**src/rtl/fetch_pkg.sv**
```systemverilog
// fetch_pkg: shared types and constants for the instruction fetch unit
package fetch_pkg;

    localparam int PC_STEP     = 4;
    localparam int FETCH_DEPTH = 2;
    localparam int PC_W        = 32;
    localparam int INSTR_W     = 32;

    typedef enum logic [1:0] {
        IDLE,
        REQ,
        WAIT,
        FLUSH
    } fetch_state_e;

    typedef struct packed {
        logic [PC_W-1:0]    pc;
        logic [INSTR_W-1:0] instr;
    } fetch_entry_t;

endpackage

```
**src/rtl/fetch_fifo.sv**
```systemverilog
// fetch_fifo: 2-entry fetch buffer, head always in slot 0, clear wins over push/pop
module fetch_fifo
    import fetch_pkg::*;
(
    input  logic         clk,
    input  logic         rst,
    input  logic         push,
    input  logic         pop,
    input  logic         clear,
    input  fetch_entry_t din,
    output fetch_entry_t head,
    output logic [1:0]   count
);

    fetch_entry_t e0, e1;
    logic [1:0]   keep;

    assign keep = count - 2'(pop);
    assign head = e0;

    // occupancy and slot shifting; an incoming word lands in the first free slot after the pop
    always_ff @(posedge clk or posedge rst) begin
        if (rst) begin
            count <= '0;
            e0    <= '0;
            e1    <= '0;
        end else if (clear) begin
            count <= '0;
        end else begin
            count <= keep + 2'(push);
            if (push) begin
                if (keep == 2'd0) e0 <= din;
                else e1 <= din;
            end else if (pop) begin
                e0 <= e1;
            end
        end
    end

endmodule

```
**src/rtl/imem_fetch.sv**
```systemverilog
// imem_fetch: single-outstanding instruction fetch with redirect and 2-entry buffer
module imem_fetch
    import fetch_pkg::*;
#(
    parameter int              ADDR_W   = 32,
    parameter int              DATA_W   = 32,
    parameter logic [ADDR_W-1:0] RESET_PC = '0
) (
    input  logic              clk,
    input  logic              rst,
    output logic              mem_req,
    output logic [ADDR_W-1:0] mem_addr,
    input  logic              mem_gnt,
    input  logic              mem_rvalid,
    input  logic [DATA_W-1:0] mem_rdata,
    input  logic              redirect_valid,
    input  logic [ADDR_W-1:0] redirect_pc,
    output logic              instr_valid,
    output logic [DATA_W-1:0] instr_data,
    output logic [ADDR_W-1:0] instr_pc,
    input  logic              instr_ready
);

    fetch_state_e      state;
    logic [ADDR_W-1:0] fetch_pc, req_pc, tgt, nxt_pc;
    logic [1:0]        count, cnt_nx;
    logic              pend, push, pop, space;
    fetch_entry_t      head;

    // a redirect clears the buffer this edge, so it always leaves room and suppresses push/pop
    assign tgt    = redirect_pc & ~ADDR_W'(3);
    assign push   = (state == WAIT) & mem_rvalid & ~redirect_valid;
    assign pop    = instr_valid & instr_ready & ~redirect_valid;
    assign cnt_nx = redirect_valid ? 2'd0 : count + 2'(push) - 2'(pop);
    assign space  = cnt_nx < 2'(FETCH_DEPTH);
    assign nxt_pc = redirect_valid ? tgt : (state == WAIT) ? req_pc + ADDR_W'(PC_STEP) : fetch_pc;

    fetch_fifo u_fifo (
        .clk   (clk),
        .rst   (rst),
        .push  (push),
        .pop   (pop),
        .clear (redirect_valid),
        .din   ('{pc: req_pc, instr: mem_rdata}),
        .head  (head),
        .count (count)
    );

    assign instr_valid = count != 2'd0;
    assign instr_data  = head.instr;
    assign instr_pc    = head.pc;

    // request sequencer: issue, hold until grant, await or discard the single response
    always_ff @(posedge clk or posedge rst) begin
        if (rst) begin
            state    <= IDLE;
            mem_req  <= 1'b0;
            mem_addr <= RESET_PC;
            fetch_pc <= RESET_PC;
            req_pc   <= '0;
            pend     <= 1'b0;
        end else begin
            if (redirect_valid) fetch_pc <= tgt;
            case (state)
                IDLE: if (space) begin
                    mem_req  <= 1'b1;
                    mem_addr <= nxt_pc;
                    state    <= REQ;
                end
                REQ: if (mem_gnt) begin
                    mem_req <= 1'b0;
                    req_pc  <= mem_addr;
                    pend    <= 1'b0;
                    state   <= (redirect_valid | pend) ? FLUSH : WAIT;
                end else if (redirect_valid) begin
                    pend <= 1'b1;
                end
                WAIT, FLUSH: if (mem_rvalid) begin
                    fetch_pc <= nxt_pc;
                    if (space) begin
                        mem_req  <= 1'b1;
                        mem_addr <= nxt_pc;
                        state    <= REQ;
                    end else begin
                        state <= IDLE;
                    end
                end else if (redirect_valid) begin
                    state <= FLUSH;
                end
            endcase
        end
    end

endmodule

```
**config.mk**
```make
export PLATFORM = sky130hd
export DESIGN_NAME = imem_fetch
export DESIGN_NICKNAME = d
export VERILOG_FILES = /design/src/rtl/fetch_pkg.sv /design/src/rtl/fetch_fifo.sv /design/src/rtl/imem_fetch.sv
export SDC_FILE = /design/constraint.sdc
export NUM_CORES = 1
export LEC_CHECK = 0
export BUFFER_PORTS_ARGS = -buffer_cell sky130_fd_sc_hd__buf_2
export CAP_MARGIN = 5
export CORE_ASPECT_RATIO = 2
export CORE_UTILIZATION = 30
export DETAILED_ROUTE_END_ITERATION = 7
export PLACE_DENSITY = 0.48
export REMOVE_ABC_BUFFERS = 1
export SLEW_MARGIN = 25
export SYNTH_ARGS = -nofsm -noshare
export SYNTH_HDL_FRONTEND = slang
export SYNTH_SLANG_ARGS = --single-unit
```
**constraint.sdc**
```tcl
create_clock -name clk -period 17.5 [get_ports clk]
set_input_delay 0.875 -clock clk [delete_from_list [all_inputs] [get_ports clk]]
set_output_delay 0.875 -clock clk [all_outputs]
set_load 0.05 [all_outputs]
```
==> results.py, run 1 <==
metrics = {
    "logic_synthesis": {
        "yosysMostFrequentCell": "dfrtp_1",
        "ys_seq_area_share_pct": 52.72,
        "yosys_warnings": 0,
        "syn_inst": 918,
        "syn_avg_cell_area_sq_um": 11.89,
        "synthArstFlopShare_pct": 100.0,
        "synth_top_area_share_pct": 52.72,
        "synth_compound_area_share_pct": 9.397,
        "synth_area_leader_cell": "dfrtp_1",
        "synth_xor_area_share_pct": 1.364,
        "synth.area.mux_share_pct": 23.47,
        "synth_ff_type": "dfrtp_1",
        "synth-seq-cells": 230,
        "synthTopCellsByArea": "dfrtp_1 (53%), mux2_2 (22%), nand2_1 (2.6%)",
        "netlist_area_sq_mm": 0.01092,
        "synth-simple-area-share_pct": 9.592,
        "synth_edf_count": 0,
        "synth_top_family_by_area": "multiplexers",
        "netlist_top_cells_count": "dfrtp_1 (230), mux2_2 (216), nand2_1 (75)",
        "synthDistinctLibCells": 61,
        "synthAdderAreaFrac_pct": 0.3438,
    },
    "power_and_ir_drop": {
        "ir_drop_mv": 0.06830,
        "p_leak_nw": 6.284,
        "power_density_mw_per_mm2": 130.1,
    },
    "setup_path": {
        "critPathSlowestCell": "a21o_2",
        "critPathRequiredTime_ns": 17.94,
        "critical-path-top-delay-family": "compound AO/OA/AOI/OAI gates",
        "path_cells": "buf_2, buf_4, inv_1, buf_4, and3_1, ha_1, o41ai_1, a21o_2, a221oi_1, a21oi_1",
        "end_kind": "register",
        "r2r_slack_ns": 14.42,
        "startpoint_type": "input pin",
        "worstReg2RegEnd": "mem_addr[25]$_DFFE_PP0P_",
        "r2r_start": "u_fifo.count[1]$_DFF_PP0_",
        "path_common_cell": "buf_4",
        "worstSetupPathDepth": 10,
        "slowest_delay_ns": 0.77,
        "critical_path.max_fanout": 83,
        "reg2reg_depth": 8,
        "cp.arrival_ns": 4.63,
        "critPathKind": "input pin to register",
        "cp_num_buf_inv": 4,
    },
    "flow_run": {
        "maxCapViolations": 0,
    },
    "clock_network": {
        "clock_sink_count": 230,
        "cts_tree": "built",
        "cts-root-buf": "clkbuf_16",
        "cts_hold_buf": 0,
        "insertion_delay_ns": 0.53,
        "path_clk_slew_ns": 0.06,
        "cts_made_buffers": 23,
        "ctsResizeCount": 0,
        "post-cts-setup-buffers": 0,
        "h-tree-depth": 1,
        "cts_buffer_depth": 3,
    },
    "floorplan": {
        "initial_core_util_pct": 30.49,
        "rows": 98,
        "dieArea_sq_mm": 0.03721,
        "coreArea_sq_mm": 0.03580,
        "die_h_microns": 271.8,
        "die_width_microns": 136.9,
        "ios": 168,
    },
    "timing": {
        "tightestPinTransition_ns": 0.9555,
        "setup_viol": 0,
        "holdWs_ns": 0.4756,
        "tns_ns": 0,
        "fin_skew_ns": 0.007739,
        "final_hold_viol_count": 0,
        "rsz0062_at_grt": "false",
        "relSlewSlack_pct": 36.15,
        "fin_crit_sh_pct": 23.92,
        "period_needed_ns": 4.186,
        "clock.fmax_mhz": 238.9,
        "slew_violations": 0,
    },
    "finish": {
        "syn_to_final_growth_pct": 18.05,
        "layout-drive-gt1-share_pct": 42.06,
        "n_antenna_cell": 0,
        "fin_nets": 1132,
    },
    "drt": {
        "viasPerCell": 5.111,
        "via_count": 7768,
        "ant_nets": 0,
        "wl_per_cell_microns": 20.53,
        "drtIter0Drc": 298,
        "drc_errors": 0,
        "routed_wl_mm": 31.20,
        "drtPass1Iterations": 5,
    },
    "global_routing": {
        "grt_pass1_vias": 8147,
        "grtUsageTotal_pct": 17.31,
        "met2_usage_pct": 33.08,
        "gr-usage-met3_pct": 2.801,
        "overflow": 0,
        "grt_max_degree": 129,
        "grt_util_met1_pct": 18.70,
        "busiest_layer": "met2",
        "grt_pass1_wl_mm": 48.63,
        "antenna_found_initial": 4,
    },
    "min_path": {
        "min_to": "mem_req$_DFFE_PP0P_",
        "worstHoldStart": "mem_req$_DFFE_PP0P_",
        "hold_depth": 2,
        "hold_path.class": "register to register",
    },
    "placed_design": {
        "io_buffers": 165,
        "place_hpwl_mm": 20.87,
        "gp_congestion": 0.7951,
    },
    "outcome": {
        "run_status": "complete, no violations",
    },
}
-- layout make-up --
class,instances,area (sq um)
clock buffers,31,665.6
clock inverters,5,50.05
fillers,3656,22920
inverters,14,60.06
multi-input cells,611,4860
flip-flops and latches,230,5756
well taps,450,563.0
repair buffers,179,934.6
-- per-layer routing --
layer | part of all wire, % | wire, microns | up-vias
li1 | - | - | 3604
met1 | 36 | 11320 | 3922
met2 | 56 | 17540 | 179
met3 | 4.5 | 1416 | 57
met4 | 2.8 | 881 | 6
met5 | 0.11 | 34 | -
-- metrics by stage --
step / instances / area, sq um / util [%] / setup WS, ns / power (mW)
global placement: 1484 / 12170 / 33.99 / 12.76 / 1.198
global route: 1520 / 12890 / 36.00 / 12.97 / 1.767
CTS: 1520 / 12880 / 35.99 / 13.25 / 1.708
floorplan: 855 / 10630 / - / 10.32 / 1.034
detailed placement: 1484 / 12170 / 33.99 / 12.71 / 1.205
finish: 1520 / 12890 / 36.00 / 13.31 / 1.677
-- flip-flops by register name, indices dropped and copies added, names as in the netlist --
| register | flops |
|---|---|
| fetch_pc | 32 |
| mem_addr | 32 |
| mem_req | 1 |
| pend | 1 |
| req_pc | 32 |
| state | 2 |
| u_fifo.count | 2 |
| u_fifo.e1 | 64 |
| u_fifo.head | 64 |
-- worst register-to-register path: stages, from the launching register on --
cell	delay (ns)
dfrtp_1	0.42
inv_1	0.14
nand2_1	0.11
and3_1	0.25
ha_1	0.40
o41ai_1	0.57
a21o_2	0.78
a221oi_1	0.11
a21oi_1	0.22
-- cells by family (layout without fill, tap and decap cells) --
group | after synthesis | in the layout
buffers and inverters | 77 | 229
adders and majority gates | 3 | 3
xor gates and xnor gates | 17 | 17
DFF | 230 | 230
and+or+nand+nor | 203 | 203
muxes | 229 | 229
AOI/OAI and AO/OA | 159 | 159
-- power by group --
group          switching, mW  internal (mW)
logic                  0.316          0.143
registers              0.112          0.616
clock network          0.212          0.278
-- worst max path at each step --
| stage | start | to | slack, ns |
|---|---|---|---|
| floorplan | rst | fetch_pc[0]$_DFF_PP0_ | 10.32 |
| global placement | redirect_valid | u_fifo.head[22]$_DFFE_PP0P_ | 12.76 |
| detailed placement | redirect_valid | mem_addr[25]$_DFFE_PP0P_ | 12.71 |
| CTS | redirect_valid | mem_addr[25]$_DFFE_PP0P_ | 13.25 |
| global route | redirect_valid | mem_addr[25]$_DFFE_PP0P_ | 12.97 |
| finish | redirect_valid | mem_addr[25]$_DFFE_PP0P_ | 13.31 |
-- layout by cell type, fill, tap and decap left out, drive strengths merged, types with 13 or more instances in the layout --
master and count:
a31oi 13, nand2 75, a21oi 36, mux2i 13, clkbuf 31, dfrtp 230
inv 14, mux2 216, o21ai 47, nor2 47, buf 179
(Power assumes the default switching activity.)
==> run 2, diff against run 1 <==
- PLACE_DENSITY: 0.48 -> 0.49
- clock period: 17.5 -> 3.78 ns (I/O delays scaled with it)
==> run 2 against run 1 <==
Compared with the run above: core utilization grew 2.3 points; design area is 6.3% higher; combinational power increased to 4.8 times the previous value; clock-buffer cell count fell by 3; critical endpoint is now u_fifo.head[20]$_DFFE_PP0P_.
==> results.py, run 2 (synthesized netlist as in run 1, its figures left out) <==
metrics = {
    "drt": {
        "via_count": 8024,
        "viasPerCell": 5.028,
        "wl_per_cell_microns": 19.54,
        "ant_nets": 0,
        "drtPass1Iterations": 5,
        "drtIter0Drc": 283,
        "routed_wl_mm": 31.18,
        "drc_errors": 0,
    },
    "setup_path": {
        "end_kind": "register",
        "cp.arrival_ns": 3.11,
        "critical_path.max_fanout": 58,
        "critPathKind": "register to register",
        "startpoint_type": "register",
        "critPathRequiredTime_ns": 4.20,
    },
    "timing": {
        "fin_crit_sh_pct": 71.36,
        "setup_viol": 0,
        "relSlewSlack_pct": 35.10,
        "tightestPinTransition_ns": 0.9735,
        "fin_skew_ns": 0.01405,
        "final_hold_viol_count": 0,
        "fin_ws_ns": 1.083,
        "slew_violations": 0,
        "period_needed_ns": 2.697,
        "tns_ns": 0,
        "rsz0062_at_grt": "false",
        "holdWs_ns": 0.05307,
        "clock.fmax_mhz": 370.7,
    },
    "power_and_ir_drop": {
        "ir_drop_mv": 0.3523,
        "power_density_mw_per_mm2": 583.2,
        "total_power_mw": 7.988,
        "p_leak_nw": 6.637,
    },
    "min_path": {
        "hold_path.class": "input pin to register",
    },
    "global_routing": {
        "grt_pass1_vias": 8417,
        "antenna_found_initial": 0,
        "grtUsageTotal_pct": 17.28,
        "grt_pass1_wl_mm": 48.85,
        "overflow": 0,
        "grt_max_degree": 129,
    },
    "finish": {
        "fin_nets": 1203,
        "final_cell_area_sq_mm": 0.01370,
        "syn_to_final_growth_pct": 25.45,
        "layout-drive-gt1-share_pct": 40.23,
        "final_common_cell": "dfrtp_1",
        "final_cell_mix": "dfrtp_1 (230), mux2_2 (216), buf_2 (165)",
        "n_antenna_cell": 0,
    },
    "flow_run": {
        "maxCapViolations": 0,
    },
    "clock_network": {
        "cts-root-buf": "clkbuf_16",
        "clock_sink_count": 230,
        "insertion_delay_ns": 0.54,
        "path_clk_slew_ns": 0.07,
        "post-cts-setup-buffers": 0,
        "h-tree-depth": 1,
        "cts_buffer_depth": 3,
        "cts_made_buffers": 23,
        "cts_tree": "built",
    },
    "floorplan": {
        "die_width_microns": 136.9,
        "ios": 168,
        "dieArea_sq_mm": 0.03721,
        "die_h_microns": 271.8,
        "rows": 98,
        "coreArea_sq_mm": 0.03580,
        "initial_core_util_pct": 30.49,
    },
    "placed_design": {
        "pre_cts_ws_ns": 1.060,
        "place_hpwl_mm": 21.38,
        "post_dp_cell_area_sq_mm": 0.01225,
        "io_buffers": 165,
        "gp_congestion": 0.7595,
    },
    "outcome": {
        "run_status": "complete, no violations",
    },
}
[run 2: final timing paths]
check / startpoint / to / slack, ns / cells after the start
worst max-delay path: u_fifo.count[1]$_DFF_PP0_ / u_fifo.head[20]$_DFFE_PP0P_ / 1.08 / 9
worst min-delay path: redirect_pc[21] / fetch_pc[21]$_DFF_PP0_ / 0.05 / 4
worst max register to register: u_fifo.count[1]$_DFF_PP0_ / u_fifo.head[20]$_DFFE_PP0P_ / 1.08 / 9
worst min register to register: mem_req$_DFFE_PP0P_ / mem_req$_DFFE_PP0P_ / 0.48 / 2
max in group asynchronous: rst / fetch_pc[19]$_DFF_PP0_ / 2.41 / 5
min in group asynchronous: rst / u_fifo.head[21]$_DFFE_PP0P_ / 0.22 / 3
[run 2: critical path, cell delays in order, from the launching register on]
cell     delay [ns]
dfrtp_1        0.42
inv_1          0.13
nand2_1        0.08
and3_1         0.23
ha_1           0.38
inv_1          0.11
nor3_1         0.07
a21oi_4        0.33
buf_12         0.37
mux2_2         0.38
[run 2: report_power, final]
part / total [mW] / internal [mW] / leakage (nW) / switching [mW]
Clock: 2.41 / 1.40 / 0.392 / 1.01
Combinational: 2.20 / 0.725 / 3.24 / 1.47
Sequential: 3.38 / 2.85 / 3.01 / 0.528
[run 2: cell type report]
cell class / count / area [sq um]
Inverter: 14 / 60.06
Sequential cell: 230 / 5756
Fill cell: 3541 / 22110
Clock inverter: 13 / 146.4
Multi-Input combinational cell: 611 / 4856
Timing Repair Buffer: 250 / 1682
Clock buffer: 28 / 634.4
Tap cell: 450 / 563.0
[run 2: repair_timing]
item / CTS / global route
endpoints found under the hold margin: 199 / 0
setup endpoints to repair: 0 / 0
resized for setup: 0 / 0
hold buffers: 64 / 0
[run 2: per-stage QoR]
stage	std cells	utilization, %
2_1_floorplan	855	-
4_1_cts	1595	38.18
3_3_place_gp	1490	34.21
3_5_place_dp	1490	34.21
5_1_grt	1596	38.25
6_report	1596	38.25
[run 2: per-layer routing]
metal	global-route usage [%]	routed length [microns]
met4	6.420	871
met2	33.25	17670
met5	0	0
met3	2.316	1158
met1	18.57	11480
==> run 3, diff against run 2 <==
- PLACE_DENSITY: 0.49 -> 0.48
- clock period: 3.78 -> 2.5 ns (I/O delays scaled with it)
==> run 3 against run 2 <==
Compared with the run above: final cell count grew 2.8%; worst setup slack worse by 0.99 ns; core utilization increased by 1.3 points; critical path depth rose by 1; critical path type unchanged.
==> results.py, run 3 (synthesized netlist as in run 1, its figures left out) <==
metrics = {
    "outcome": {
        "run_status": "complete, no violations",
    },
    "floorplan": {
        "die_width_microns": 136.9,
        "coreArea_sq_mm": 0.03580,
        "dieArea_sq_mm": 0.03721,
        "die_h_microns": 271.8,
        "initial_core_util_pct": 30.49,
        "ios": 168,
        "rows": 98,
    },
    "placed_design": {
        "io_buffers": 165,
        "post_dp_cell_area_sq_mm": 0.01265,
        "place_hpwl_mm": 22.78,
        "pre_cts_ws_ns": 0.01735,
        "placedCellCount": 1530,
        "gp_congestion": 0.7797,
    },
    "drt": {
        "drc_errors": 0,
        "drtPass1Iterations": 6,
        "routed_wl_mm": 32.31,
        "drtIter0Drc": 362,
        "ant_nets": 0,
        "viasPerCell": 4.999,
        "wl_per_cell_microns": 19.70,
        "via_count": 8198,
    },
    "finish": {
        "final_common_cell": "dfrtp_1",
        "final_cell_mix": "dfrtp_1 (230), mux2_2 (216), buf_2 (165)",
        "fin_util_pct": 39.55,
        "stdcell_count": 1640,
        "syn_to_final_growth_pct": 29.70,
        "num-fill-cells": 3553,
        "layout-drive-gt1-share_pct": 42.17,
        "fin_nets": 1244,
        "final_cell_area_sq_mm": 0.01416,
    },
    "timing": {
        "clock.fmax_mhz": 415.1,
        "tns_ns": 0,
        "rsz0062_at_grt": "false",
        "final_hold_viol_count": 0,
        "fin_crit_sh_pct": 96.37,
        "period_needed_ns": 2.409,
        "fin_ws_ns": 0.09067,
        "fin_skew_ns": 0.008325,
        "tightestPinTransition_ns": 0.6536,
        "relSlewSlack_pct": 56.27,
        "setup_viol": 0,
        "slew_violations": 0,
    },
    "power_and_ir_drop": {
        "power_density_mw_per_mm2": 882.6,
        "p_leak_nw": 6.883,
        "ir_drop_mv": 0.6624,
    },
    "global_routing": {
        "overflow": 0,
        "met2_usage_pct": 34.00,
        "grtUsageTotal_pct": 17.96,
        "grt_util_met1_pct": 19.45,
        "antenna_found_initial": 2,
        "grt_pass1_wl_mm": 50.27,
        "gr-usage-met3_pct": 2.465,
        "grt_max_degree": 75,
        "grt_pass1_vias": 8664,
        "busiest_layer": "met2",
    },
    "clock_network": {
        "cts_tree": "built",
        "insertion_delay_ns": 0.53,
        "clock_sink_count": 230,
        "cts-root-buf": "clkbuf_16",
        "path_clk_slew_ns": 0.07,
        "cts_made_buffers": 24,
        "h-tree-depth": 1,
        "cts_buffer_depth": 3,
    },
    "setup_path": {
        "r2r_slack_ns": 0.09,
        "r2r_start": "u_fifo.count[1]$_DFF_PP0_",
        "reg2reg_depth": 10,
        "worstReg2RegEnd": "u_fifo.head[59]$_DFFE_PP0P_",
        "startpoint_type": "register",
        "end_kind": "register",
        "cp.arrival_ns": 2.82,
        "critPathRequiredTime_ns": 2.91,
        "critical_path.max_fanout": 16,
        "critPathKind": "register to register",
    },
    "min_path": {
        "hold_depth": 3,
        "worstHoldStart": "redirect_valid",
        "min_to": "u_fifo.count[1]$_DFF_PP0_",
        "hold_path.class": "input pin to register",
    },
    "flow_run": {
        "maxCapViolations": 0,
    },
}
[run 3: metrics by stage]
stage	hold slack, ns	total power, mW
detailed placement	0.2525	8.667
global placement	0.2512	8.619
finish	0.1464	12.50
CTS	0.1242	12.68
floorplan	0.1881	7.236
global route	0.1694	13.13
[run 3: final cells by class]
class	instances	area, sq um	share of cell area, %
tap	450	563.0	3.976
clock buffer	36	726.9	5.133
inverter	14	60.06	0.4241
timing repair buffer	290	2064	14.58
sequential	230	5756	40.64
multi-input combinational	611	4873	34.41
clock inverter	7	112.6	0.7952
antenna	2	5.005	0.03534
[run 3: worst max-delay path by stage]
stage / start / endpoint / cells past startpoint
2_1_floorplan: rst / fetch_pc[0]$_DFF_PP0_ / 1
3_3_place_gp: u_fifo.count[1]$_DFF_PP0_ / mem_addr[24]$_DFFE_PP0P_ / 10
3_5_place_dp: u_fifo.count[1]$_DFF_PP0_ / mem_addr[30]$_DFFE_PP0P_ / 9
4_1_cts: u_fifo.count[1]$_DFF_PP0_ / u_fifo.head[2]$_DFFE_PP0P_ / 10
5_1_grt: u_fifo.count[1]$_DFF_PP0_ / u_fifo.head[9]$_DFFE_PP0P_ / 10
6_report: u_fifo.count[1]$_DFF_PP0_ / u_fifo.head[59]$_DFFE_PP0P_ / 10
[run 3: repair_timing]
| item | 4_1_cts | 5_1_grt |
|---|---|---|
| hold buffers | 65 | 0 |
| buffers inserted | 0 | 0 |
| gates cloned | 0 | 0 |
| setup endpoints to repair | 1 | 48 |
| resized for setup | 1 | 2 |
| hold endpoints to repair | 196 | 0 |
[run 3: routing by layer]
metal  vias up  share of wire (%)
met5         -                  0
met2       189                 56
li1       3829                  -
met4         0                3.6
met1      4124                 36
met3        56                4.2
[run 3: worst max-delay path, stage by stage, from the launching register on]
cell and delay, ns:
dfrtp_1 0.37, inv_1 0.11, nand2_1 0.09, and3_1 0.24, ha_2 0.42, inv_1 0.08
nor3_1 0.30, a21oi_4 0.07, buf_12 0.16, buf_12 0.15, mux2_2 0.27
[run 3: power breakdown]
group / switching, mW / internal, mW
registers: 0.710 / 4.32
clock network: 1.56 / 2.31
logic: 2.35 / 1.26
total: 4.61 / 7.88
